$ cat src/rtl/spm_ecc_err_log.sv
// Multi-channel ECC error logger: UE-first/lowest-channel selection, FWFT log FIFO, saturating counters.
// Optional per-entry push timestamp enabled by defining SPM_ECC_ERR_LOG_TIMESTAMP_EN.
module spm_ecc_err_log #(
    parameter int NumCh  = 4,
    parameter int Depth  = 4,
    parameter int IndexW = 16,
    parameter int SyndW  = 8,
    parameter int CntW   = 16,
`ifdef SPM_ECC_ERR_LOG_TIMESTAMP_EN
    parameter int TsW    = 32,
`endif
    localparam int ChW   = (NumCh > 1) ? $clog2(NumCh) : 1
) (
    input  logic                    i_clk,
    input  logic                    i_rst_n,
    input  logic [NumCh-1:0]        i_err_valid,
    input  logic [NumCh-1:0]        i_err_ue,
    input  logic [NumCh*IndexW-1:0] i_err_index,
    input  logic [NumCh*SyndW-1:0]  i_err_syndrome,
    input  logic                    i_disable,
    input  logic                    i_clear,
    input  logic                    i_irq_en,
    output logic                    o_log_valid,
    input  logic                    i_log_ready,
    output logic [ChW-1:0]          o_log_ch,
    output logic                    o_log_ue,
    output logic [IndexW-1:0]       o_log_index,
    output logic [SyndW-1:0]        o_log_syndrome,
    output logic [CntW-1:0]         o_ce_cnt,
    output logic [CntW-1:0]         o_ue_cnt,
    output logic [CntW-1:0]         o_drop_cnt,
    output logic                    o_overflow,
`ifdef SPM_ECC_ERR_LOG_TIMESTAMP_EN
    output logic [TsW-1:0]          o_log_ts,
`endif
    output logic                    o_irq
);

    localparam int PtrW  = $clog2(Depth);
    localparam int FcntW = $clog2(Depth + 1);
    localparam int PopW  = $clog2(NumCh + 1);
    localparam int SumW  = ((CntW > PopW) ? CntW : PopW) + 1;
    localparam logic [CntW-1:0] CntMax = '1;

    typedef struct packed {
        logic [ChW-1:0]    ch;
        logic              ue;
        logic [IndexW-1:0] index;
        logic [SyndW-1:0]  syndrome;
`ifdef SPM_ECC_ERR_LOG_TIMESTAMP_EN
        logic [TsW-1:0]    ts;
`endif
    } entry_t;

    function automatic logic [CntW-1:0] sat_add(input logic [CntW-1:0] a, input logic [PopW-1:0] b);
        logic [SumW-1:0] sum;
        sum = SumW'(a) + SumW'(b);
        return (sum > SumW'(CntMax)) ? CntMax : sum[CntW-1:0];
    endfunction

    // Selection and per-class popcounts
    logic [NumCh-1:0] qual, qual_ue, qual_ce;
    logic             sel_valid;
    logic [ChW-1:0]   sel_ch;
    logic [PopW-1:0]  ce_pop, ue_pop;
    entry_t           new_entry;

    // NOTE: blocking assignments in combinational logic; the descending loops let the
    // lowest qualified channel overwrite higher ones, and the UE loop runs last so it wins.
    always_comb begin
        qual      = i_err_valid & ~{NumCh{i_disable}};
        qual_ue   = qual & i_err_ue;
        qual_ce   = qual & ~i_err_ue;
        sel_valid = |qual;
        sel_ch    = '0;
        ce_pop    = '0;
        ue_pop    = '0;
        for (int c = NumCh - 1; c >= 0; c--) begin
            if (qual_ce[c]) sel_ch = ChW'(c);
        end
        for (int c = NumCh - 1; c >= 0; c--) begin
            if (qual_ue[c]) sel_ch = ChW'(c);
        end
        for (int c = 0; c < NumCh; c++) begin
            ce_pop = ce_pop + PopW'(qual_ce[c]);
            ue_pop = ue_pop + PopW'(qual_ue[c]);
        end
    end

    logic [`ifdef SPM_ECC_ERR_LOG_TIMESTAMP_EN TsW `else 1 `endif -1:0] ts_unused_q;

    always_comb begin
        new_entry          = '0;
        new_entry.ch       = sel_ch;
        new_entry.ue       = |qual_ue;
        new_entry.index    = i_err_index[int'(sel_ch) * IndexW +: IndexW];
        new_entry.syndrome = i_err_syndrome[int'(sel_ch) * SyndW +: SyndW];
`ifdef SPM_ECC_ERR_LOG_TIMESTAMP_EN
        new_entry.ts       = ts_unused_q;
`endif
    end

    // FIFO state, registered head and status
    entry_t          mem_q [Depth];
    entry_t          head_q, head_d;
    logic [PtrW-1:0] wr_q, wr_d, rd_q, rd_d;
    logic [FcntW-1:0] count_q, count_d, remain;
    logic            valid_q, valid_d;
    logic [CntW-1:0] ce_q, ce_d, ue_q, ue_d, drop_q, drop_d;
    logic            ovf_q, ovf_d, irq_q, irq_d;
    logic            pop, push;
    logic [PopW-1:0] drop_n;

    assign pop    = valid_q & i_log_ready;
    assign push   = sel_valid & ((count_q != FcntW'(Depth)) | pop);
    assign drop_n = ce_pop + ue_pop - PopW'(push);

    // NOTE: every variable gets its hold value first so no path leaves it unassigned (no latch).
    always_comb begin
        head_d  = head_q;
        wr_d    = wr_q;
        rd_d    = rd_q;
        count_d = count_q;
        valid_d = valid_q;
        ce_d    = ce_q;
        ue_d    = ue_q;
        drop_d  = drop_q;
        ovf_d   = ovf_q;
        remain  = count_q - FcntW'(pop);
        irq_d   = i_irq_en & (valid_q | ovf_q);
        if (i_clear) begin
            wr_d    = '0;
            rd_d    = '0;
            count_d = '0;
            valid_d = 1'b0;
            ce_d    = '0;
            ue_d    = '0;
            drop_d  = '0;
            ovf_d   = 1'b0;
        end else begin
            rd_d    = rd_q + PtrW'(pop);
            wr_d    = wr_q + PtrW'(push);
            count_d = count_q + FcntW'(push) - FcntW'(pop);
            valid_d = (count_d != '0);
            // New head is an older stored entry if any remain, else the entry pushed now
            if (remain != '0) begin
                head_d = mem_q[rd_d];
            end else if (push) begin
                head_d = new_entry;
            end
            ce_d   = sat_add(ce_q, ce_pop);
            ue_d   = sat_add(ue_q, ue_pop);
            drop_d = sat_add(drop_q, drop_n);
            ovf_d  = ovf_q | (drop_n != '0);
        end
    end

    // NOTE: storage has no reset; only entries covered by count_q are ever read.
    always_ff @(posedge i_clk) begin
        if (push && !i_clear) mem_q[wr_q] <= new_entry;
    end

    // NOTE: non-blocking assignments for all sequential state.
    always_ff @(posedge i_clk or negedge i_rst_n) begin
        if (!i_rst_n) begin
            head_q  <= '0;
            wr_q    <= '0;
            rd_q    <= '0;
            count_q <= '0;
            valid_q <= 1'b0;
            ce_q    <= '0;
            ue_q    <= '0;
            drop_q  <= '0;
            ovf_q   <= 1'b0;
            irq_q   <= 1'b0;
        end else begin
            head_q  <= head_d;
            wr_q    <= wr_d;
            rd_q    <= rd_d;
            count_q <= count_d;
            valid_q <= valid_d;
            ce_q    <= ce_d;
            ue_q    <= ue_d;
            drop_q  <= drop_d;
            ovf_q   <= ovf_d;
            irq_q   <= irq_d;
        end
    end

`ifdef SPM_ECC_ERR_LOG_TIMESTAMP_EN
    // Free-running cycle counter; deliberately untouched by i_clear
    always_ff @(posedge i_clk or negedge i_rst_n) begin
        if (!i_rst_n) ts_unused_q <= '0;
        else          ts_unused_q <= ts_unused_q + 1'b1;
    end
    assign o_log_ts = head_q.ts;
`else
    assign ts_unused_q = 1'b0;
`endif

    assign o_log_valid    = valid_q;
    assign o_log_ch       = head_q.ch;
    assign o_log_ue       = head_q.ue;
    assign o_log_index    = head_q.index;
    assign o_log_syndrome = head_q.syndrome;
    assign o_ce_cnt       = ce_q;
    assign o_ue_cnt       = ue_q;
    assign o_drop_cnt     = drop_q;
    assign o_overflow     = ovf_q;
    assign o_irq          = irq_q;

endmodule

$ cat config.mk
export PLATFORM = sky130hd
export DESIGN_NAME = spm_ecc_err_log
export DESIGN_NICKNAME = d
export VERILOG_FILES = /design/src/rtl/spm_ecc_err_log.sv
export SDC_FILE = /design/constraint.sdc
export NUM_CORES = 1
export LEC_CHECK = 0
export ABC_AREA = 0
export CORE_MARGIN = 1
export CORE_UTILIZATION = 50
export CTS_CLUSTER_DIAMETER = 40
export DETAILED_ROUTE_END_ITERATION = 12
export PLACE_DENSITY = 0.81
export REMOVE_ABC_BUFFERS = 1
export SYNTH_ARGS = -nofsm -noshare
export SYNTH_HDL_FRONTEND = slang
export SYNTH_SLANG_ARGS = --single-unit
export TNS_END_PERCENT = 50
$ cat constraint.sdc
create_clock -name i_clk -period 4.6 [get_ports i_clk]
set_input_delay 0.92 -clock i_clk [delete_from_list [all_inputs] [get_ports i_clk]]
set_output_delay 0.92 -clock i_clk [all_outputs]
set_load 0.005 [all_outputs]
# Yosys cells after proc, flatten, opt, wreduce, memory -nomap -nowiden
# Memory sizes are Yosys's and may differ from the RTL's.
# Index checks and enable logic that the tools add are counted.
# op_classes
addsub,16
magnitude_cmp,3
eq_ne,1
shift,2
n_mux,23
bitwise_logic,12
n_reduce_logical,9
# op_table
op,n
$mux W16,6
$shiftx A64 B7 Y16,1
$mux W27,2
$add A16 B3 Y17,3
$gt A17 B16 Y1 const B,3
$shiftx A32 B6 Y8,1
$mux W2,10
$and A4 B4 Y4,3
$add A3 B1 Y3,3
$reduce_bool A3 Y1,3
$sub A3 B1 Y3,3
$not A4 Y4,2
$reduce_or A4 Y1,2
$add A2 B1 Y3,2
$add A1 B1 Y2,2
$add A2 B1 Y2,2
$mux W1,4
$add A3 B3 Y3,1
$and A1 B1 Y1,3
$mux W3,1
$ne A3 B3 Y1 const B,1
$or A1 B1 Y1,3
$reduce_and A2 Y1,1
$reduce_bool A2 Y1,1
other kinds (3),3
# totals
register_bits,85
ramBits,108
output_inout_bits,78
mem_count,1
# mem_list
name,words,word_bits,read_ports,rd_clocked_by_memory_dff,wr,line,source
mem_q,4,27,1,0,1,104,entry_t mem_q [Depth];

# Logic depth before layout (Yosys ltp)
# Gate-level depths: netlist of the first run.
# logic_depth
ltp_word,14
mapped_depth,19
depth_no_buf,19

# Least setup slack after synthesis of the first run
# No wires, ideal clock.
# synth_path
path_type,input -> register
from,input i_err_valid[0]
to,"register drop_q[3], in the netlist o_drop_cnt[3]"
setup_time_ps,78
t_arrival_ps,4709
required_time_ps,4522
setup_slack_ps,-188
path_stages,17
n_path_buf,1
cell_sequence,nor2b_1 > nor2b_1 > fa_1 > ha_1 > ha_1 > inv_1 > ha_1 > inv_1 > fa_1 > inv_1 > fa_1 > nor2b_1 > nor2_1 > nor3_1 > nand4_1 > clkbuf_1 > a21oi_1
# synth_via
elab_chain_len,11
elab_cells_between_ends,17
cone_classes,9 x add/sub; 1 x order compare; 2 x mux; 4 x bitwise; 1 x reduce/logical
# synth_rtl
item,line,source
start: declaration,16,"input logic [NumCh-1:0] i_err_valid,"
$and A4 B4 Y4 (*),71,qual = i_err_valid & ~{NumCh{i_disable}};
$and A4 B4 Y4 (on tied branches),"73, 72",
$add A1 B1 Y2 (on tied branches),"85, 86",
$add A2 B1 Y3 (on tied branches),"85, 86",
$add A3 B1 Y3 (on tied branches),"85, 86",
$add A3 B3 Y3,116,assign drop_n = ce_pop + ue_pop - PopW'(push);
$sub A3 B1 Y3 (*),116,
$add A16 B3 Y17 (*),57,sum = SumW'(a) + SumW'(b);
$gt A17 B16 Y1,58,return (sum > SumW'(CntMax)) ? CntMax : sum[CntW-1:0];
$mux W16 (*),58,
$mux W16 (*),131,if (i_clear) begin
named net drop_d[3],109,"logic [CntW-1:0] ce_q, ce_d, ue_q, ue_d, drop_q, drop_d;"
end signal: assignment,184,drop_q <= drop_d;
end: declaration,109,
# Mark *: on every way through the listed nets, which the timed path passes. The rest lies on a longest branch.
# A chain may end at the register's enable or synchronous reset.

# Worst setup path in the final report of the first run
# layout_path
from,input i_disable
to,"register drop_q[8], in the netlist o_drop_cnt[8]"
# layout_via
elab_chain_len,12
elab_cells_between_ends,18
cone_classes,9 x add/sub; 1 x order compare; 2 x mux; 5 x bitwise; 1 x reduce/logical
# layout_rtl
item,line,source
start: declaration,20,"input logic i_disable,"
$not A4 Y4 (*),71,
$and A4 B4 Y4 (*),71,
$and A4 B4 Y4 (on tied branches),"73, 72",
$add A1 B1 Y2 (on tied branches),"85, 86",
$add A2 B1 Y3 (on tied branches),"85, 86",
$add A3 B1 Y3 (on tied branches),"85, 86",
$add A3 B3 Y3,116,
$sub A3 B1 Y3 (*),116,
$add A16 B3 Y17 (*),57,
$gt A17 B16 Y1,58,
$mux W16 (*),58,
$mux W16 (*),131,
named net drop_d[8],109,
# Marked as above.

==> results.txt, run 1 <==
Final hold vios - 0
Reg area - 0.00537 mm²
Initial Util - 51.1%
Power Density - 450 mW/mm²
Setup Skew - 0.00813 ns
Crit end category - flip-flop
Layout fillers - 1300
CTS tree - built
Cell area after synthesis - 0.00956 mm²
Fraction of layout cells with a size suffix above 1 - 16.6%
Clock latency on the worst-skew pair - 0.43 ns
Final Cell Area - 0.0128 mm²
Seq/Total Area, Yosys - 56.2%
Lkg Pwr - 4.84 nW
DP HPWL - 16.5 mm
Port Buffers - 187
Minimum clock period after layout - 4.49 ns
Vias/cell - 6.13
Initial antenna violation count - 0
Number of global-route vias before repair - 7691
Worst-case clock buffer depth - 2
Die width - 140 µm
Num ports - 188
Critical Path RT - 4.97 ns
Largest net degree at the start of global routing - 64
Diodes inserted - 0
TritonCTS Sinks - 193
Slew Viols, Final - 0
DR DRC count - 0
Final design utilization - 68.5%
Mapped Cells - 763
Register bit total from synthesis - 193
Asr flop ratio synth - 44.0%
Cell with the most instances after synthesis - edfxtp_1
Hold-fix buffers, CTS - 0
H-tree Lvls - 4
Global-route wire length before repair - 40.9 mm
WL/cell - 21.3 µm
Final weighted congestion in routability-driven placement - 0.801
Pre-antenna DRT Iters - 5
Post-layout nets - 1117
Multi-input logic area - 0.00405 mm²
Post-Route Setup TNS - 0 ns
Final wirelength - 26.1 mm
Area contributors post-synth - edfxtp_1 34%, dfrtp_1 22%, mux4_2 6.4%, a21oi_1 3.8%, ha_1 2.9%
Final Non-Filler Cells - 1226
Yosys warnings - 0
Core box area - 0.0187 mm²
Pre-CTS setup slack - -0.669 ns
Ys flop type - edfxtp_1
Final setup violation count - 0
WP data arrival - 4.85 ns
Area of the die - 0.0197 mm²
Worst Path Max Fanout - 9
Layout area overhead - 34.1%
CTS clk-pin slew, worst paths - 0.07 ns
Post-synth top cells - 108 x edfxtp_1, 85 x dfrtp_1, 73 x a21oi_1
Synth area leader - edfxtp_1
Die height - 140 µm
Max frequency - 223 MHz
Syn_area_per_cell - 12.5 µm²
Final WS setup - 0.114 ns
Overall routing resource usage - 27.1%
DRT iter0 DRCs - 566
Measured slew at the worst slew-check pin - 1.26 ns
DR vias - 7514
Placed inst area - 0.0120 mm²
Final ANT Viol Nets - 0
Hold WC Path Type - flip-flop to flip-flop
Root buf cell - clkbuf_16
Synth unique cells - 55
Startpoint types - input port
GRT overflow - 0
EDFF count, synth - 108
CP Class - input port to flip-flop
Status - completed
Top-area cell type share of the netlist area - 33.9%
Period Utilization, post-route - 97.5%
CTS buffer count - 17
Worst-case vdd ir drop - 0.294 mV
Dpl cells - 1191
Cell Rows - 50
Rel. slew slack - 15.8%
Max-cap viol count - 0
where the power goes:
group | total, mW | switching [mW] | leakage (nW) | internal, mW
clock network | 1.60 | 0.667 | 0.301 | 0.934
logic | 1.94 | 0.918 | 2.42 | 1.03
registers | 2.22 | 0.137 | 2.12 | 2.09
registers in the layout (all words and copies together) (netlist names):
signal and count:
mem_q 108, o_ce_cnt 16, o_drop_cnt 16, o_log_index 16, o_ue_cnt 16, o_log_syndrome 8
count_q 3, o_log_ch 2, rd_q 2, wr_q 2, o_irq 1, o_log_ue 1
o_log_valid 1, o_overflow 1
critical path, stage by stage:
cell           delay, ns
dlygate4sd2_1       0.35
buf_6               0.18
nor2b_4             0.05
fa_1                0.48
ha_2                0.20
ha_4                0.26
inv_1               0.05
ha_1                0.29
inv_1               0.06
fa_2                0.36
xor2_2              0.20
xnor2_2             0.16
ha_1                0.32
nor2b_4             0.18
nor2_4              0.06
nor3_4              0.21
nand4_1             0.16
buf_4               0.20
o21a_1              0.10
nor2_1              0.07
cell families after synthesis:
logic type	share of synthesized area [%]
compound gates	16.1
xor+xnor	3.76
fa+ha+maj	4.14
buf+inv	3.40
flops	56.2
mux	6.89
simple gates	9.49
per-layer routing:
metal  up-vias  part of all wire (%)  global-route usage, %
li1       3370                     -                      -
met1      3765                    39                   32.6
met2       322                    50                   46.9
met3        57                   8.2                   7.15
met4         0                   2.8                   10.1
met5         -                     0                      0
final cells by class:
type / count / area share [%]
Tap cell: 234 / 2.28
Clock inverter: 14 / 1.57
Clock buffer: 18 / 3.43
Timing Repair Buffer: 251 / 18.5
Inverter: 24 / 0.703
Multi-Input combinational cell: 492 / 31.6
Sequential cell: 193 / 41.9
timing repair:
| action | in CTS | in global routing |
|---|---|---|
| pin swaps | 8 | 10 |
| setup endpoints to repair | 16 | 16 |
| setup buffers | 3 | 0 |
| gates resized for setup | 21 | 16 |
through the flow:
stage	power, mW	hold slack (ns)
floorplan	3.21	0.473
global placement	4.01	0.461
detailed placement	4.07	0.492
CTS	5.73	0.508
global route	6.01	0.536
finish	5.77	0.508
cells in the final DEF, fill, tap and decap left out, drive strengths merged, types with 5 or more instances in the layout:
cell type / instances
a211oi: 27
a21oi: 74
a221o: 24
a311o: 24
a31oi: 5
and3: 28
buf: 66
clkbuf: 18
clkdlybuf4s50: 178
dfrtp: 85
edfxtp: 108
fa: 6
ha: 22
inv: 28
mux2i: 5
mux4: 27
nand2: 22
nand3: 35
nand4: 8
nor2: 27
nor2b: 10
nor3: 9
nor3b: 8
o21ai: 53
xnor2: 22
xor2: 19
worst paths after layout:
path | from | endpoint | slack [ns] | cells after the start
worst min register to register | o_log_ch[0]$_DFFE_PN0P_ | o_log_ch[0]$_DFFE_PN0P_ | 0.51 | 2
min in group asynchronous | i_rst_n | o_log_index[11]$_DFFE_PN0P_ | 0.57 | 1
worst min-delay path | o_log_ch[0]$_DFFE_PN0P_ | o_log_ch[0]$_DFFE_PN0P_ | 0.51 | 2
worst max-delay path | i_disable | o_drop_cnt[8]$_DFF_PN0_ | 0.11 | 20
worst max register to register | o_log_valid$_DFF_PN0_ | o_drop_cnt[8]$_DFF_PN0_ | 0.96 | 18
max in group asynchronous | i_rst_n | o_ue_cnt[12]$_DFF_PN0_ | 3.13 | 2
No activity file was read; power rests on OpenSTA's default activity.
==> inputs of run 2 (changes only) <==
--- a/config.mk
+++ b/config.mk
@@ -12,6 +12,7 @@
 export DETAILED_ROUTE_END_ITERATION = 12
 export PLACE_DENSITY = 0.81
 export REMOVE_ABC_BUFFERS = 1
+export SLEW_MARGIN = 20
 export SYNTH_ARGS = -nofsm -noshare
 export SYNTH_HDL_FRONTEND = slang
 export SYNTH_SLANG_ARGS = --single-unit
==> run 2 against run 1 <==
Compared with the run above:
- die area is the same
- fmax grew 1.4%
- hold slack gained 0.00078 ns
- global-route usage shrank 0.62 points
- non-clock buffer count grew 1
- cell count is essentially flat
- sequential power is essentially flat
- flip-flop and latch count is the same
- utilization shrank 0.14 points
- clock power shrank 3%
- largest cell class unchanged
==> results.txt, run 2 (synthesized netlist as in run 1, its figures left out) <==
Final design utilization - 68.4% (-0.14 points)
CP Cell Sequence - dlygate4sd2_1, buf_6, nor2b_4, fa_1, ha_2, ha_4, inv_1, ha_1, inv_1, fa_2, xor2_2, xnor2_2, ha_1, nor2b_4, nor2_2, nor3_2, nand4_1, buf_4, o21a_1, nor2_1
Core box area - 0.0187 mm² (unchanged)
Measured slew at the worst slew-check pin - 1.14 ns (-0.121 ns)
Root buf cell - clkbuf_16
Worst Path Max Fanout - 9 (unchanged)
Diodes inserted - 0 (unchanged)
DRT iter0 DRCs - 524 (-7.4%)
CTS buffer count - 17 (unchanged)
Worst-case vdd ir drop - 0.318 mV (+8.0%)
Pre-antenna DRT Iters - 5 (unchanged)
Psw - 1.66 mW (-3.9%)
Met3 Usage GRT - 6.43% (-0.72 points)
Final ANT Viol Nets - 0 (unchanged)
Placed inst area - 0.0120 mm² (about the same)
Crit path largest cell delay - 0.48 ns (about the same)
Combinational share of power - 33.5% (-0.2 points)
WL/cell - 20.9 µm (-2.1%)
Power Density - 445 mW/mm² (-1.2%)
DR DRC count - 0 (unchanged)
TritonCTS Sinks - 193 (unchanged)
Final Cell Area - 0.0128 mm² (-0.20%)
M2 GR Usage - 45.7% (-1.2 points)
Commonest non-fill, non-tap cell in the layout - clkdlybuf4s50_1
Busiest grt layer - met2
Crit end category - flip-flop
H-tree Lvls - 4 (unchanged)
Layout area overhead - 33.8%
DP HPWL - 16.5 mm (about the same)
Overall routing resource usage - 26.5% (-0.62 points)
Routing usage on met1 - 32.4% (-0.18 points)
Hold WC Path Type - flip-flop to flip-flop
Post-layout nets - 1118 (+0.090%)
Worst hold margin - 0.509 ns (+0.000776 ns)
Initial Util - 51.1% (unchanged)
DR vias - 7487 (-0.36%)
Rel. slew slack - 24.0% (+8.2 points)
Die height - 140 µm (unchanged)
Max-cap viol count - 0 (unchanged)
Initial antenna violation count - 0 (unchanged)
Status - completed
Vias/cell - 6.10 (-0.44%)
Port Buffers - 187 (unchanged)
Largest register by flop count - mem_q
Max reg flops - 108 (unchanged)
CP Class - input port to flip-flop
CTS tree - built
Post-Route Setup TNS - 0 ns (unchanged)
Clock latency on the worst-skew pair - 0.43 ns (about the same)
Startpoint types - input port
Hold-fix buffers, CTS - 0 (unchanged)
Period Utilization, post-route - 96.2% (-1.4 points)
CP max stage cell - fa_1
Global-route wire length before repair - 40.2 mm (-1.5%)
Pre-CTS setup slack - -0.652 ns (+0.0162 ns)
Num ports - 188 (unchanged)
Final weighted congestion in routability-driven placement - 0.801 (unchanged)
Die width - 140 µm (unchanged)
Slew Viols, Final - 0 (unchanged)
Lkg Pwr - 4.84 nW (-0.16%)
CTS clk-pin slew, worst paths - 0.07 ns (about the same)
Final WS setup - 0.177 ns (+0.0626 ns)
Setup Skew - 0.0109 ns (+0.00279 ns)
Cell-internal power - 4.03 mW (-0.39%)
Fraction of layout cells with a size suffix above 1 - 16.2% (-0.42 points)
Minimum clock period after layout - 4.42 ns (-0.0626 ns)
Final wirelength - 25.6 mm (-2.0%)
Sequential Power Share - 39.0% (+0.5 points)
Clock share of power - 27.5% (-0.2 points)
Number of global-route vias before repair - 7566 (-1.6%)
Max frequency - 226 MHz (+1.4%)
Critical Path RT - 4.96 ns (about the same)
Largest net degree at the start of global routing - 64 (unchanged)
GRT overflow - 0 (unchanged)
Worst-case clock buffer depth - 2 (unchanged)
Area of the die - 0.0197 mm² (unchanged)
WP data arrival - 4.78 ns (-0.07 ns)
Cell Rows - 50 (unchanged)
Sw frac - 29.1% (-0.75 points)
Final hold vios - 0 (unchanged)
Most frequent cells in the layout - 178 x clkdlybuf4s50_1, 108 x edfxtp_1, 85 x dfrtp_1
Final setup violation count - 0 (unchanged)
==> run 2: path summary, 6_finish.rpt <==
check	from	endpoint	slack, ns	depth (start not counted)
min in group asynchronous	i_rst_n	o_log_syndrome[7]$_DFFE_PN0P_	0.61	1
max in group asynchronous	i_rst_n	o_ue_cnt[9]$_DFF_PN0_	3.15	2
max	i_disable	o_drop_cnt[8]$_DFF_PN0_	0.18	20
min	o_log_syndrome[2]$_DFFE_PN0P_	o_log_syndrome[2]$_DFFE_PN0P_	0.51	1
min reg2reg	o_log_syndrome[2]$_DFFE_PN0P_	o_log_syndrome[2]$_DFFE_PN0P_	0.51	1
max reg2reg	o_log_valid$_DFF_PN0_	o_drop_cnt[8]$_DFF_PN0_	1.02	18
==> run 2: what timing repair did <==
item | in CTS | in global routing
endpoints found under the setup margin | 16 | 16
endpoints found under the hold margin | 0 | 0
resized for setup | 16 | 14
pin swaps | 7 | 9
setup buffers | 3 | 1
==> run 2: critical path, delay by kind of cell <==
family,cells,cell delay [ns]
AO/OA/AOI/OAI,1,0.09
XOR/XNOR,2,0.33
adder cells (fa/ha/maj),6,1.89
AND/OR/NAND/NOR,6,0.72
buffers and inverters,5,0.81
==> run 2: power by group through the flow <==
stage                     Combinational (mW)  Clock (mW)  Sequential [mW]
after global placement                  1.77           0             2.24
after CTS                               1.89        1.58             2.22
after detailed placement                1.82           0             2.25
after floorplan                        0.977           0             2.23
final                                   1.90        1.56             2.22
after global routing                    2.06        1.65             2.24
==> run 2: cell type report <==
cell class,count,area (µm²)
repair buffers,252,2390
clock inverters,13,186
fillers,1317,5920
well taps,234,293
multi-input cells,492,4020
clock buffers,19,443
flip-flops and latches,193,5370
inverters,24,90.1
==> run 2: routing by layer <==
layer	wire length [µm]	part of all wire [%]
met5	0	0
met4	563	2.2
met3	2090	8.2
met2	13000	51
met1	9960	39
==> run 2: stage by stage <==
step / total power, mW / std cells
CTS: 5.69 / 1226
global route: 5.95 / 1227
finish: 5.69 / 1227
floorplan: 3.21 / 709
detailed placement: 4.07 / 1191
global placement: 4.01 / 1191
==> inputs of run 3 (changes only) <==
--- a/config.mk
+++ b/config.mk
@@ -10,7 +10,8 @@
 export CORE_UTILIZATION = 50
 export CTS_CLUSTER_DIAMETER = 40
 export DETAILED_ROUTE_END_ITERATION = 12
-export PLACE_DENSITY = 0.81
+export MAX_ROUTING_LAYER = met4
+export PLACE_DENSITY = 0.75
 export REMOVE_ABC_BUFFERS = 1
 export SLEW_MARGIN = 20
 export SYNTH_ARGS = -nofsm -noshare
==> run 3 against run 2 <==
Compared with the run above:
- first-iteration DRC count shrank 13%
- total power shrank 2.4%
- setup slack worse by 0.046 ns
- critical path type unchanged
- largest power group unchanged
- clock skew about the same
- cell count increased by 0.57%
- highest routed layer unchanged
==> results.txt, run 3 (synthesized netlist as in run 1, its figures left out) <==
Status - completed
Worst hold margin - 0.481 ns (-0.0278 ns)
Total power draw - 5.55 mW (-2.4%)
Max-cap viol count - 0 (unchanged)
WP data arrival - 4.82 ns (+0.04 ns)
Global-route wire length before repair - 39.5 mm (-1.8%)
Placed inst area - 0.0121 mm² (+0.55%)
Final hold vios - 0 (unchanged)
Pre-antenna DRT Iters - 4 (-1)
Overall routing resource usage - 27.2% (+0.69 points)
Largest net degree at the start of global routing - 54 (-16%)
CP Class - input port to flip-flop
Dpl cells - 1199 (+0.67%)
Core box area - 0.0187 mm² (unchanged)
Num ports - 188 (unchanged)
Max frequency - 224 MHz (-1.0%)
CP max stage cell - fa_2
Root buf cell - clkbuf_16
Most frequent CP cell - inv_1
Power Density - 434 mW/mm² (-2.3%)
Layout area overhead - 33.6%
Critical Path RT - 4.95 ns (about the same)
Area of the die - 0.0197 mm² (unchanged)
Port Buffers - 187 (unchanged)
Startpoint types - input port
DR DRC count - 0 (unchanged)
TritonCTS Sinks - 193 (unchanged)
Final design utilization - 68.3% (-0.087 points)
Number of global-route vias before repair - 7337 (-3.0%)
Initial antenna violation count - 2 (+2)
Period Utilization, post-route - 97.2% (+1.0 points)
Setup Skew - 0.0108 ns (-0.0000711 ns)
Hold-fix buffers, CTS - 0 (unchanged)
Vias/cell - 5.93 (-2.8%)
Pre-CTS setup slack - -0.672 ns (-0.0194 ns)
Hold WC Path Type - flip-flop to flip-flop
CP Cell Sequence - dlygate4sd2_1, nor3b_4, fa_1, ha_2, ha_4, inv_1, ha_1, inv_1, fa_2, inv_1, fa_2, nor2b_4, nor2_2, nor3_2, nand4_1, buf_6, a21oi_1
Worst-case clock buffer depth - 2 (unchanged)
Minimum clock period after layout - 4.47 ns (+0.0461 ns)
Largest register by flop count - mem_q
Cell Rows - 50 (unchanged)
Slew Viols, Final - 0 (unchanged)
Die height - 140 µm (unchanged)
DP HPWL - 16.4 mm (-0.84%)
CTS buffer count - 17 (unchanged)
Final wirelength - 25.3 mm (-1.2%)
H-tree Lvls - 4 (unchanged)
GRT overflow - 0 (unchanged)
Final ANT Viol Nets - 0 (unchanged)
WL/cell - 20.5 µm (-1.8%)
Rel. slew slack - 25.5% (+1.5 points)
Fraction of layout cells with a size suffix above 1 - 17.3% (+1.1 points)
Final Non-Filler Cells - 1234 (+0.57%)
Final WS setup - 0.131 ns (-0.0461 ns)
Final Cell Area - 0.0128 mm² (-0.13%)
Crit end category - flip-flop
Measured slew at the worst slew-check pin - 1.12 ns (-0.0244 ns)
Post-layout nets - 1123 (+0.45%)
Commonest non-fill, non-tap cell in the layout - clkdlybuf4s50_1
CTS tree - built
Clock latency on the worst-skew pair - 0.43 ns (about the same)
Worst-case vdd ir drop - 0.303 mV (-4.7%)
Final weighted congestion in routability-driven placement - 0.773 (-3.6%)
DRT iter0 DRCs - 455 (-13%)
Most frequent cells in the layout - 178 x clkdlybuf4s50_1, 108 x edfxtp_1, 85 x dfrtp_1
Crit path largest cell delay - 0.57 ns (+0.09 ns)
Worst Path Max Fanout - 8 (-1)
Final setup violation count - 0 (unchanged)
Post-Route Setup TNS - 0 ns (unchanged)
Initial Util - 51.1% (unchanged)
Lkg Pwr - 4.81 nW (-0.51%)
DR vias - 7321 (-2.2%)
Post-CTS Repair Setup Buffers - 0 (-3)
Die width - 140 µm (unchanged)
CTS clk-pin slew, worst paths - 0.07 ns (about the same)
Max reg flops - 108 (unchanged)
[run 3: layout make-up]
class	count	area (µm²)
clock buffers	17	425
fillers	1377	5930
multi-input cells	492	4020
clock inverters	15	148
diodes	2	5.00
inverters	24	90.1
well taps	234	293
repair buffers	257	2420
flip-flops and latches	193	5370
[run 3: timing repair]
item | 4_1_cts | 5_1_grt
pin swaps | 4 | 7
resized for setup | 20 | 18
endpoints found under the setup margin | 16 | 16
[run 3: power by group]
group | internal (mW) | switching [mW] | total (mW) | leakage (nW)
Clock | 0.764 | 0.678 | 1.44 | 0.279
Combinational | 1.01 | 0.886 | 1.89 | 2.41
Sequential | 2.09 | 0.128 | 2.21 | 2.12
Total | 3.86 | 1.69 | 5.55 | 4.81
[run 3: metal layers]
layer | wire length, µm | share of wire, % | GRT usage [%] | vias up
met4 | 402 | 1.6 | 8.10 | 0
met2 | 12400 | 49 | 44.7 | 257
met3 | 1910 | 7.6 | 6.74 | 31
met5 | 0 | 0 | - | -
li1 | - | - | - | 3399
met1 | 10500 | 42 | 33.2 | 3634
[run 3: worst max-delay path: cells and delay by family]
kind	cells	cell delay [ns]
AND/OR/NAND/NOR	5	0.92
buffers and inverters	5	0.68
AO/OA/AOI/OAI	1	0.13
adder cells (fa/ha/maj)	6	2.17
[run 3: worst paths after layout]
kind | startpoint | endpoint | slack [ns] | cells past startpoint
worst max register to register | o_log_valid$_DFF_PN0_ | o_drop_cnt[2]$_DFF_PN0_ | 1.06 | 16
max in group asynchronous | i_rst_n | o_drop_cnt[1]$_DFF_PN0_ | 3.10 | 2
min in group asynchronous | i_rst_n | o_log_index[9]$_DFFE_PN0P_ | 0.54 | 1
worst min-delay path | o_log_ch[0]$_DFFE_PN0P_ | o_log_ch[0]$_DFFE_PN0P_ | 0.48 | 2
worst min register to register | o_log_ch[0]$_DFFE_PN0P_ | o_log_ch[0]$_DFFE_PN0P_ | 0.48 | 2
worst max-delay path | i_err_ue[1] | o_drop_cnt[2]$_DFF_PN0_ | 0.13 | 17
